==> config.mk <==
export PLATFORM = sky130hd
export DESIGN_NAME = ex_div_sequencer_flat
export DESIGN_NICKNAME = d
export VERILOG_FILES = /design/src/rtl/ex_div_sequencer_pkg.sv /design/src/rtl/ex_div_sequencer_if.sv /design/src/rtl/ex_div_sequencer_div_core.sv /design/src/rtl/ex_div_sequencer.sv /design/src/flat_wrapper.sv
export SDC_FILE = /design/constraint.sdc
export NUM_CORES = 1
export LEC_CHECK = 0
export CORE_UTILIZATION = 36
export CTS_BUF_LIST = sky130_fd_sc_hd__clkbuf_8 sky130_fd_sc_hd__clkbuf_16
export DETAILED_ROUTE_END_ITERATION = 16
export PLACE_DENSITY = 0.51
export SLEW_MARGIN = 20
export SYNTH_ARGS = -nofsm -noshare
export SYNTH_HDL_FRONTEND = slang
export SYNTH_SLANG_ARGS = --single-unit
==> constraint.sdc <==
create_clock -name clk -period 17.1 [get_ports clk]
set_clock_uncertainty 0.15 [all_clocks]
set_input_delay 5.13 -clock clk [delete_from_list [all_inputs] [get_ports clk]]
set_output_delay 5.13 -clock clk [all_outputs]
set_load 0.005 [all_outputs]
==> src/rtl/ex_div_sequencer_pkg.sv <==
// Shared types, widths and helpers for the EX-stage divide sequencer.
package ex_div_sequencer_pkg;

    localparam int unsigned DATA_WIDTH = 32;
    localparam int unsigned DIV_CYCLES = DATA_WIDTH;
    localparam int unsigned CNT_WIDTH  = $clog2(DATA_WIDTH);

    typedef logic [DATA_WIDTH-1:0] data_t;

    localparam data_t SIGNED_MIN = {1'b1, {(DATA_WIDTH-1){1'b0}}};

    // Encoding follows funct3[1:0] of the M-extension divide group
    typedef enum logic [1:0] {
        DIV  = 2'b00,
        DIVU = 2'b01,
        REM  = 2'b10,
        REMU = 2'b11
    } div_op_e;

    typedef enum logic [1:0] {
        IDLE = 2'b00,
        BUSY = 2'b01,
        DONE = 2'b10
    } div_state_e;

    // Per-instruction context captured when a divide is accepted
    typedef struct packed {
        div_op_e op;
        logic    neg_quot;
        logic    neg_rem;
    } div_ctx_t;

    function automatic logic op_is_signed(input div_op_e op);
        return (op == DIV) || (op == REM);
    endfunction

    function automatic logic op_is_rem(input div_op_e op);
        return (op == REM) || (op == REMU);
    endfunction

    function automatic data_t abs_val(input data_t x);
        return x[DATA_WIDTH-1] ? data_t'(-x) : x;
    endfunction

endpackage

==> src/rtl/ex_div_sequencer_if.sv <==
// EX-stage <-> divide sequencer handshake: operands/control in, stall/valid/result out.
interface ex_div_sequencer_if;
    import ex_div_sequencer_pkg::*;

    logic    EX_div_req_i;
    div_op_e EX_div_op_i;
    data_t   EX_operand1_i;
    data_t   EX_operand2_i;
    logic    EX_flush_i;
    logic    pipe_advance_i;
    logic    EX_div_stall_o;
    logic    EX_div_valid_o;
    data_t   EX_div_result_o;

    modport master (
        output EX_div_req_i,
        output EX_div_op_i,
        output EX_operand1_i,
        output EX_operand2_i,
        output EX_flush_i,
        output pipe_advance_i,
        input  EX_div_stall_o,
        input  EX_div_valid_o,
        input  EX_div_result_o
    );

    modport slave (
        input  EX_div_req_i,
        input  EX_div_op_i,
        input  EX_operand1_i,
        input  EX_operand2_i,
        input  EX_flush_i,
        input  pipe_advance_i,
        output EX_div_stall_o,
        output EX_div_valid_o,
        output EX_div_result_o
    );

endinterface

==> src/rtl/ex_div_sequencer_div_core.sv <==
// Unsigned restoring divider, one quotient bit per step; the next-state values are
// exported so the controller can capture the final result on the last step.
module ex_div_sequencer_div_core
    import ex_div_sequencer_pkg::*;
(
    input  logic  clk,
    input  logic  rst,
    input  logic  load_i,
    input  logic  step_i,
    input  data_t dividend_i,
    input  data_t divisor_i,
    output data_t quotient_next_c,
    output data_t remainder_next_c
);

    data_t rem_q, rem_d;
    data_t quo_q, quo_d;
    data_t dvs_q, dvs_d;

    logic [DATA_WIDTH:0] shifted;
    logic [DATA_WIDTH:0] trial;

    // Shift in the next dividend bit, trial subtract, restore on borrow
    always_comb begin
        rem_d   = rem_q;
        quo_d   = quo_q;
        dvs_d   = dvs_q;
        shifted = {rem_q, quo_q[DATA_WIDTH-1]};
        trial   = shifted - {1'b0, dvs_q};
        if (load_i) begin
            rem_d = '0;
            quo_d = dividend_i;
            dvs_d = divisor_i;
        end else if (step_i) begin
            if (!trial[DATA_WIDTH]) begin
                rem_d = trial[DATA_WIDTH-1:0];
                quo_d = {quo_q[DATA_WIDTH-2:0], 1'b1};
            end else begin
                rem_d = shifted[DATA_WIDTH-1:0];
                quo_d = {quo_q[DATA_WIDTH-2:0], 1'b0};
            end
        end
    end

    always_ff @(posedge clk) begin
        if (rst) begin
            rem_q <= '0;
            quo_q <= '0;
            dvs_q <= '0;
        end else begin
            rem_q <= rem_d;
            quo_q <= quo_d;
            dvs_q <= dvs_d;
        end
    end

    assign quotient_next_c  = quo_d;
    assign remainder_next_c = rem_d;

endmodule

==> src/rtl/ex_div_sequencer.sv <==
// EX-stage divide controller: accepts DIV/DIVU/REM/REMU, stalls the front of the pipe
// while the iterative core runs, then presents the result until EX/MEM advances.
module ex_div_sequencer
    import ex_div_sequencer_pkg::*;
(
    input  logic              clk,
    input  logic              rst,
    ex_div_sequencer_if.slave div_if
);

    div_state_e           state_q, state_d;
    logic [CNT_WIDTH-1:0] cnt_q, cnt_d;
    div_ctx_t             ctx_q, ctx_d;
    data_t                result_q, result_d;

    logic  stall_c;
    logic  valid_c;
    logic  core_load_c;
    logic  core_step_c;
    data_t core_dividend_c;
    data_t core_divisor_c;
    data_t core_quot_c;
    data_t core_rem_c;
    logic  op_signed_c;
    logic  op_rem_c;
    logic  div_zero_c;
    logic  overflow_c;
    data_t special_result_c;
    data_t quot_fix_c;
    data_t rem_fix_c;
    data_t fixed_result_c;

    ex_div_sequencer_div_core u_div_core (
        .clk              (clk),
        .rst              (rst),
        .load_i           (core_load_c),
        .step_i           (core_step_c),
        .dividend_i       (core_dividend_c),
        .divisor_i        (core_divisor_c),
        .quotient_next_c  (core_quot_c),
        .remainder_next_c (core_rem_c)
    );

    // Magnitudes for the core, and the two RISC-V corner cases resolved without iterating
    always_comb begin
        op_signed_c     = op_is_signed(div_if.EX_div_op_i);
        op_rem_c        = op_is_rem(div_if.EX_div_op_i);
        core_dividend_c = op_signed_c ? abs_val(div_if.EX_operand1_i) : div_if.EX_operand1_i;
        core_divisor_c  = op_signed_c ? abs_val(div_if.EX_operand2_i) : div_if.EX_operand2_i;
        div_zero_c      = (div_if.EX_operand2_i == '0);
        overflow_c      = op_signed_c && (div_if.EX_operand1_i == SIGNED_MIN)
                          && (div_if.EX_operand2_i == '1);
        if (div_zero_c) begin
            special_result_c = op_rem_c ? div_if.EX_operand1_i : '1;
        end else begin
            special_result_c = op_rem_c ? '0 : SIGNED_MIN;
        end
    end

    // Sign correction of the core's final step
    always_comb begin
        quot_fix_c     = ctx_q.neg_quot ? data_t'(-core_quot_c) : core_quot_c;
        rem_fix_c      = ctx_q.neg_rem  ? data_t'(-core_rem_c)  : core_rem_c;
        fixed_result_c = op_is_rem(ctx_q.op) ? rem_fix_c : quot_fix_c;
    end

    always_comb begin
        state_d     = state_q;
        cnt_d       = cnt_q;
        ctx_d       = ctx_q;
        result_d    = result_q;
        core_load_c = 1'b0;
        core_step_c = 1'b0;
        stall_c     = 1'b0;
        valid_c     = 1'b0;
        unique case (state_q)
            IDLE: begin
                if (div_if.EX_div_req_i && !div_if.EX_flush_i) begin
                    stall_c        = 1'b1;
                    ctx_d.op       = div_if.EX_div_op_i;
                    ctx_d.neg_quot = op_signed_c && (div_if.EX_operand1_i[DATA_WIDTH-1]
                                     ^ div_if.EX_operand2_i[DATA_WIDTH-1]);
                    ctx_d.neg_rem  = op_signed_c && div_if.EX_operand1_i[DATA_WIDTH-1];
                    if (div_zero_c || overflow_c) begin
                        result_d = special_result_c;
                        state_d  = DONE;
                    end else begin
                        core_load_c = 1'b1;
                        cnt_d       = '0;
                        state_d     = BUSY;
                    end
                end
            end
            BUSY: begin
                if (div_if.EX_flush_i) begin
                    state_d = IDLE;
                end else begin
                    stall_c     = 1'b1;
                    core_step_c = 1'b1;
                    cnt_d       = cnt_q + CNT_WIDTH'(1);
                    if (cnt_q == CNT_WIDTH'(DIV_CYCLES - 1)) begin
                        result_d = fixed_result_c;
                        state_d  = DONE;
                    end
                end
            end
            DONE: begin
                if (div_if.EX_flush_i) begin
                    state_d = IDLE;
                end else begin
                    valid_c = 1'b1;
                    if (div_if.pipe_advance_i) begin
                        state_d = IDLE;
                    end
                end
            end
            default: begin
                state_d = IDLE;
            end
        endcase
    end

    always_ff @(posedge clk) begin
        if (rst) begin
            state_q  <= IDLE;
            cnt_q    <= '0;
            ctx_q    <= '0;
            result_q <= '0;
        end else begin
            state_q  <= state_d;
            cnt_q    <= cnt_d;
            ctx_q    <= ctx_d;
            result_q <= result_d;
        end
    end

    // Stall is needed in the accept cycle itself, so it cannot wait for a register
    assign div_if.EX_div_stall_o  = stall_c && !rst;
    assign div_if.EX_div_valid_o  = valid_c && !rst;
    assign div_if.EX_div_result_o = result_q;

endmodule

==> src/flat_wrapper.sv <==
// flat-port wrapper written by rule: the top's interface ports become plain ports
module ex_div_sequencer_flat import ex_div_sequencer_pkg::*;
  (clk, rst, div_if_EX_div_req_i, div_if_EX_div_op_i, div_if_EX_operand1_i, div_if_EX_operand2_i, div_if_EX_flush_i, div_if_pipe_advance_i, div_if_EX_div_stall_o, div_if_EX_div_valid_o, div_if_EX_div_result_o);
  ex_div_sequencer_if div_if_i ();
  input  logic clk;
  input  logic rst;
  input wire logic [$bits(div_if_i.EX_div_req_i)-1:0] div_if_EX_div_req_i;
  input wire logic [$bits(div_if_i.EX_div_op_i)-1:0] div_if_EX_div_op_i;
  input wire logic [$bits(div_if_i.EX_operand1_i)-1:0] div_if_EX_operand1_i;
  input wire logic [$bits(div_if_i.EX_operand2_i)-1:0] div_if_EX_operand2_i;
  input wire logic [$bits(div_if_i.EX_flush_i)-1:0] div_if_EX_flush_i;
  input wire logic [$bits(div_if_i.pipe_advance_i)-1:0] div_if_pipe_advance_i;
  output wire logic [$bits(div_if_i.EX_div_stall_o)-1:0] div_if_EX_div_stall_o;
  output wire logic [$bits(div_if_i.EX_div_valid_o)-1:0] div_if_EX_div_valid_o;
  output wire logic [$bits(div_if_i.EX_div_result_o)-1:0] div_if_EX_div_result_o;
  assign div_if_i.EX_div_req_i = div_if_EX_div_req_i;
  assign div_if_i.EX_div_op_i = div_if_EX_div_op_i;
  assign div_if_i.EX_operand1_i = div_if_EX_operand1_i;
  assign div_if_i.EX_operand2_i = div_if_EX_operand2_i;
  assign div_if_i.EX_flush_i = div_if_EX_flush_i;
  assign div_if_i.pipe_advance_i = div_if_pipe_advance_i;
  assign div_if_EX_div_stall_o = div_if_i.EX_div_stall_o;
  assign div_if_EX_div_valid_o = div_if_i.EX_div_valid_o;
  assign div_if_EX_div_result_o = div_if_i.EX_div_result_o;
  ex_div_sequencer u_core (.clk(clk), .rst(rst), .div_if(div_if_i));
endmodule
After elaboration in Yosys (flattened, before gate mapping)
Index checks and enable logic that the tools add are counted.
{"block": "totals", "register_bits": 139, "out_inout_bits": 34}
{"block": "op_classes", "n_addsub": 6, "eq_ne": 16, "n_mux": 40, "n_bitwise": 1, "n_reduce_logical": 21}
{"operator": "2-to-1 mux 32 bit", "count": 19}
{"operator": "negator 32 bit", "count": 4}
{"operator": "== test 32 bit (second input constant)", "count": 2}
{"operator": "one-hot mux 32 bit (2 select lines)", "count": 1}
{"operator": "subtractor 33 x 32 -> 33 bit", "count": 1}
{"operator": "zero test 32 bit", "count": 1}
{"operator": "2-to-1 mux 5 bit", "count": 3}
{"operator": "2-to-1 mux 2 bit", "count": 6}
{"operator": "== test 2 bit (second input constant)", "count": 5}
{"operator": "one-hot mux 5 bit (2 select lines)", "count": 1}
{"operator": "2-to-1 mux 1 bit", "count": 8}
{"operator": "logical AND 1 bit", "count": 7}
{"operator": "inequality test 2 x 1 -> 1 bit (second input constant)", "count": 3}
{"operator": "one-hot mux 2 bit (3 select lines)", "count": 1}
{"operator": "adder 5 x 1 -> 5 bit (second input constant)", "count": 1}
{"operator": "== test 5 bit (second input constant)", "count": 1}
{"operator": "AND reduction 5 bit", "count": 1}
{"operator": "zero test 2 bit", "count": 2}
{"operator": "logical OR 1 bit", "count": 4}
{"operator": "inequality test 2 bit (second input constant)", "count": 2}
{"operator": "AND reduction 4 bit", "count": 1}
{"operator": "inequality test 3 x 2 -> 1 bit (second input constant)", "count": 1}
{"operator": "inequality test 3 bit (second input constant)", "count": 1}
{"operator": "AND reduction 3 bit", "count": 1}
{"operator": "6 further kinds", "count": 7}

Logic depth before layout (Yosys ltp)
{"block": "logic_depth", "depth_word": 15, "ltp_mapped": 24, "depth_no_buf": 21}

By module
A second synthesis with hierarchy kept.
{"block": "unflattened", "cells_unflattened": 1497, "hier_area_um2": 11506.0}
{"module": "ex_div_sequencer_div_core", "instances": 1, "cells_per_inst": 765, "area_each_um2": 6277.3, "seq_area_each_um2": 1921.8}
{"module": "ex_div_sequencer", "instances": 1, "cells_per_inst": 732, "area_each_um2": 5228.8, "seq_area_each_um2": 840.8}

Worst setup path before layout
OpenSTA, ideal clock, no wires.
{"block": "synth_path", "kind": "input port to output port", "from": "in div_if_EX_flush_i", "to": "out div_if_EX_div_stall_o", "arrival_time_ps": 7286, "required_time_ps": 11820, "slack_ps": 4534, "cell_stages": 9, "n_path_buf": 7, "cell_sequence": "clkbuf_1 -> nand2b_1 -> clkbuf_1 -> clkbuf_1 -> clkbuf_1 -> buf_1 -> clkbuf_1 -> buf_1 -> a211oi_1"}
{"block": "synth_via", "elab_chain_cells": 5}
{"element": "start: declaration", "line": "flat_wrapper.sv:11", "rtl": "input wire logic [$bits(div_if_i.EX_flush_i)-1:0] div_if_EX_flush_i;"}
{"element": "zero test 1 bit", "line": "ex_div_sequencer.sv:78", "rtl": "if (div_if.EX_div_req_i && !div_if.EX_flush_i) begin"}
{"element": "logical AND 1 bit", "line": "ex_div_sequencer.sv:78"}
{"element": "2-to-1 mux 1 bit", "line": "ex_div_sequencer.sv:78"}
{"element": "one-hot mux 1 bit (2 select lines) *", "line": "ex_div_sequencer.sv:76", "rtl": "unique case (state_q)"}
{"element": "logical AND 1 bit *", "line": "ex_div_sequencer.sv:138", "rtl": "assign div_if.EX_div_stall_o = stall_c && !rst;"}
{"element": "end: declaration", "line": "flat_wrapper.sv:13", "rtl": "output wire logic [$bits(div_if_i.EX_div_stall_o)-1:0] div_if_EX_div_stall_o;"}
Every way passes the cells marked *; elsewhere a longest branch is shown, timed or not.

Worst setup path after layout
Ends and elaborated chain as after synthesis.

==> metrics.md <==
| Metric | Value |
|---|---|
| Status | `finished clean` |
| Critical path's slowest cell | `clkdlybuf4s50_1` |
| Total CTS buffers | `17` |
| Avg Inst Size Synth | `7.21 um^2` |
| Clk buf depth | `2` |
| Yosys top cell by area | `dfxtp_1` |
| Register area share after synthesis | `0.225` |
| Hold WC Path Type | `flip-flop to flip-flop` |
| DRT Pass-1 Iters | `5` |
| Number of max-cap violations | `0` |
| Peak supply drop | `78.7 uV` |
| Number of nets in the layout | `1843` |
| Clock root cell | `clkbuf_16` |
| Gate Count Post-Synth | `1706` |
| Largest net degree at the start of global routing | `92` |
| Cell family with most CP delay | `buffers and inverters` |
| GRT Util Overall | `0.251` |
| Non-Filler Instances | `2193` |
| Iter 0 DRT Violations | `994` |
| Most used cell, CP | `clkdlybuf4s50_1` |
| Global-route wire length before repair | `68700 um` |
| Worst-margin pin slew | `1.07 ns` |
| Die Ht | `187 um` |
| Startpoint types | `input pin` |
| Synthesized area | `0.0123 mm^2` |
| Post-cts resize count | `0` |
| Synth cell types | `96` |
| Post-Syn Nets | `1817` |
| Post-route antenna net violation count | `0` |
| Top area cells in the synthesized netlist | `dfxtp_1 22%, nor2_1 6.6%, xnor2_1 5.5%` |
| # diodes | `0` |
| PortBufs | `104` |
| Final hold viol count | `0` |
| Crit path capture type | `output pin` |
| RSZ-0062 raised after global routing | `no` |
| Synth warn | `0` |
| Slowest stage delay, CP | `0.61 ns` |
| Static Leakage | `0.00505 uW` |
| Top-count cell post-synth | `nor2_1` |
| Wire length per cell | `20.2 um` |
| Layout area overhead | `15.2%` |
| Setup ws final | `4.38 ns` |
| Share of the synthesized area in the top cell type | `0.225` |
| Minimum clock period | `12.72 ns` |
| Ys async rst share | `0` |
| Later-pin clock latency in the skew report | `0.44 ns` |
| Clock slew at reported path FFs | `0.05 ns` |
| Fmax | `78.6 MHz` |
| Fin Setup TNS | `0 ns` |
| Starting Density | `0.367` |
| Worst Path Required | `11.82 ns` |
| TritonCTS clock tree | `built` |
| DR vias | `12800` |
| Most used DFF post-synth | `dfxtp_1` |
| FF+latch count, synth | `138` |
| Initial antenna violation count | `0` |
| Die X | `187 um` |
| Routed vias/inst | `5.82` |
| Crit-path cells | `clkdlybuf4s50_1, nand2b_1, or3_1, a211oi_1, clkdlybuf4s50_1` |
| Clock Sinks | `138` |
| Core Region | `0.0335 mm^2` |
| CP max FO | `10` |
| Period utilization | `0.744` |
| Routed WL | `44200 um` |
| IO Pins | `105` |
| Internal reg-to-reg setup slack | `11.42 ns` |
| Post-synth EDFFs | `0` |
| Setup Buffers After CTS | `0` |
| Slew HR | `0.284` |
| Grt ovf | `0` |
| Die area | `0.0349 mm^2` |
| Crit path DAT | `7.44 ns` |
| Total power | `1100 uW` |
| Cells after DPL | `2161` |
| Worst slack, placed | `4.35 ns` |
| CTS Hold Bufs | `0` |
| Share of cells above drive strength 1 | `0.0642` |
| Vias in the first global route | `11900` |
| Drc violations | `0` |
| Routability cong. | `0.873` |
| Num rows | `67` |
| H-tree Lvls | `4` |
| CP Class | `input pin to output pin` |
| Post-synth top cells | `217 x nor2_1, 171 x nand2_1, 138 x dfxtp_1` |
| Worst path bufs/invs | `2` |
| Hpwl dp | `32800 um` |
| Final setup fails | `0` |
| Max-slew violation count | `0` |
| P per Cell Area | `77.3 mW/mm^2` |
==> cell usage in the layout (no fill, tap or decap), types with 10 or more instances in the layout <==
cell | Yosys | final
nor2_1 | 217 | 215
nand2_1 | 171 | 170
dfxtp_1 | 138 | 138
o21ai_0 | 109 | 109
clkdlybuf4s50_1 | 0 | 103
a21oi_1 | 99 | 99
xnor2_1 | 77 | 77
inv_1 | 54 | 57
xor2_1 | 55 | 55
nor3_1 | 53 | 53
a211oi_1 | 48 | 47
a31oi_1 | 46 | 46
nor2b_1 | 41 | 41
ha_1 | 39 | 39
nand3_1 | 33 | 33
nand4_1 | 30 | 30
mux2i_1 | 28 | 28
o211ai_1 | 25 | 25
and2_1 | 22 | 22
buf_4 | 3 | 21
o31ai_1 | 18 | 18
clkbuf_16 | 0 | 17
nand2b_1 | 17 | 16
and3_1 | 15 | 15
a21o_1 | 14 | 14
a311oi_1 | 14 | 14
or3_1 | 13 | 13
a211o_1 | 12 | 12
nor4_1 | 12 | 11
or4_1 | 11 | 11
or2_2 | 10 | 10
a41oi_1 | 10 | 10
==> metrics by stage <==
stage          cell area (um^2)  hold slack [ns]   util
2_1_floorplan             12300            0.282      -
3_3_place_gp              13600            0.294  0.405
3_5_place_dp              13600            0.295  0.405
4_1_cts                   14200            0.302  0.423
5_1_grt                   14200            0.340  0.423
6_report                  14200            0.298  0.423
==> state kept, by name, summed over array words and instances, names as in the netlist <==
signal,cells
u_core.ctx_q,3
u_core.cnt_q,5
u_core.state_q,2
u_core.u_div_core.rem_q,32
u_core.u_div_core.dvs_q,32
u_core.u_div_core.quo_q,32
u_core.div_if.EX_div_result_o,32
==> layer usage <==
layer / wire, um / part of all wire / track usage / vias up
met4: 1610 / 0.036 / 0.108 / 0
met5: 0 / 0 / 0 / -
met1: 20700 / 0.47 / 0.337 / 6092
met3: 2010 / 0.045 / 0.0349 / 80
li1: - / - / - / 6255
met2: 19900 / 0.45 / 0.399 / 343
==> final timing paths <==
check / from / to / depth (start not counted)
setup reg to reg: u_core.u_div_core.quo_q[31] / u_core.div_if.EX_div_result_o[31] / 16
hold / removal: u_core.u_div_core.dvs_q[22] / u_core.u_div_core.dvs_q[22] / 2
setup / recovery: div_if_EX_flush_i / div_if_EX_div_stall_o / 5
hold reg to reg: u_core.u_div_core.dvs_q[22] / u_core.u_div_core.dvs_q[22] / 2
==> cells by family (layout without fill, tap and decap cells) <==
| family | count (synthesis) | after routing | synth area share |
|---|---|---|---|
| fa+ha+maj | 40 | 40 | 0.0413 |
| simple gates | 689 | 689 | 0.277 |
| mux | 32 | 32 | 0.0264 |
| flops | 138 | 138 | 0.225 |
| buf+inv | 173 | 212 | 0.0588 |
| xor+xnor | 132 | 132 | 0.0940 |
| compound gates | 502 | 502 | 0.278 |
==> layout make-up <==
type	instances	area, um^2
Clock inverter	14	156
Inverter	56	210
Clock buffer	18	439
Fill cell	3538	19400
Timing Repair Buffer	124	1190
Sequential cell	138	2760
Multi-Input combinational cell	1395	8860
Tap cell	448	561
==> report_power, final <==
part	switching [uW]	internal, uW
clock	161	231
sequential	10.4	335
combinational	224	135
==> worst reg2reg max path, cell delays in order, from the launching register on <==
cell      delay [ns]
dfxtp_1         0.53
inv_1           0.11
ha_1            0.24
fa_1            0.39
nor2b_1         0.24
o31a_1          0.25
o21ai_2         0.12
a21boi_4        0.23
nor4_4          0.14
nor2_4          0.58
mux2i_1         0.26
a211o_1         0.30
nand4_1         0.41
or4_1           0.81
nor4_1          0.41
mux2i_1         0.26
a211oi_1        0.09
(Power assumes the default switching activity.)
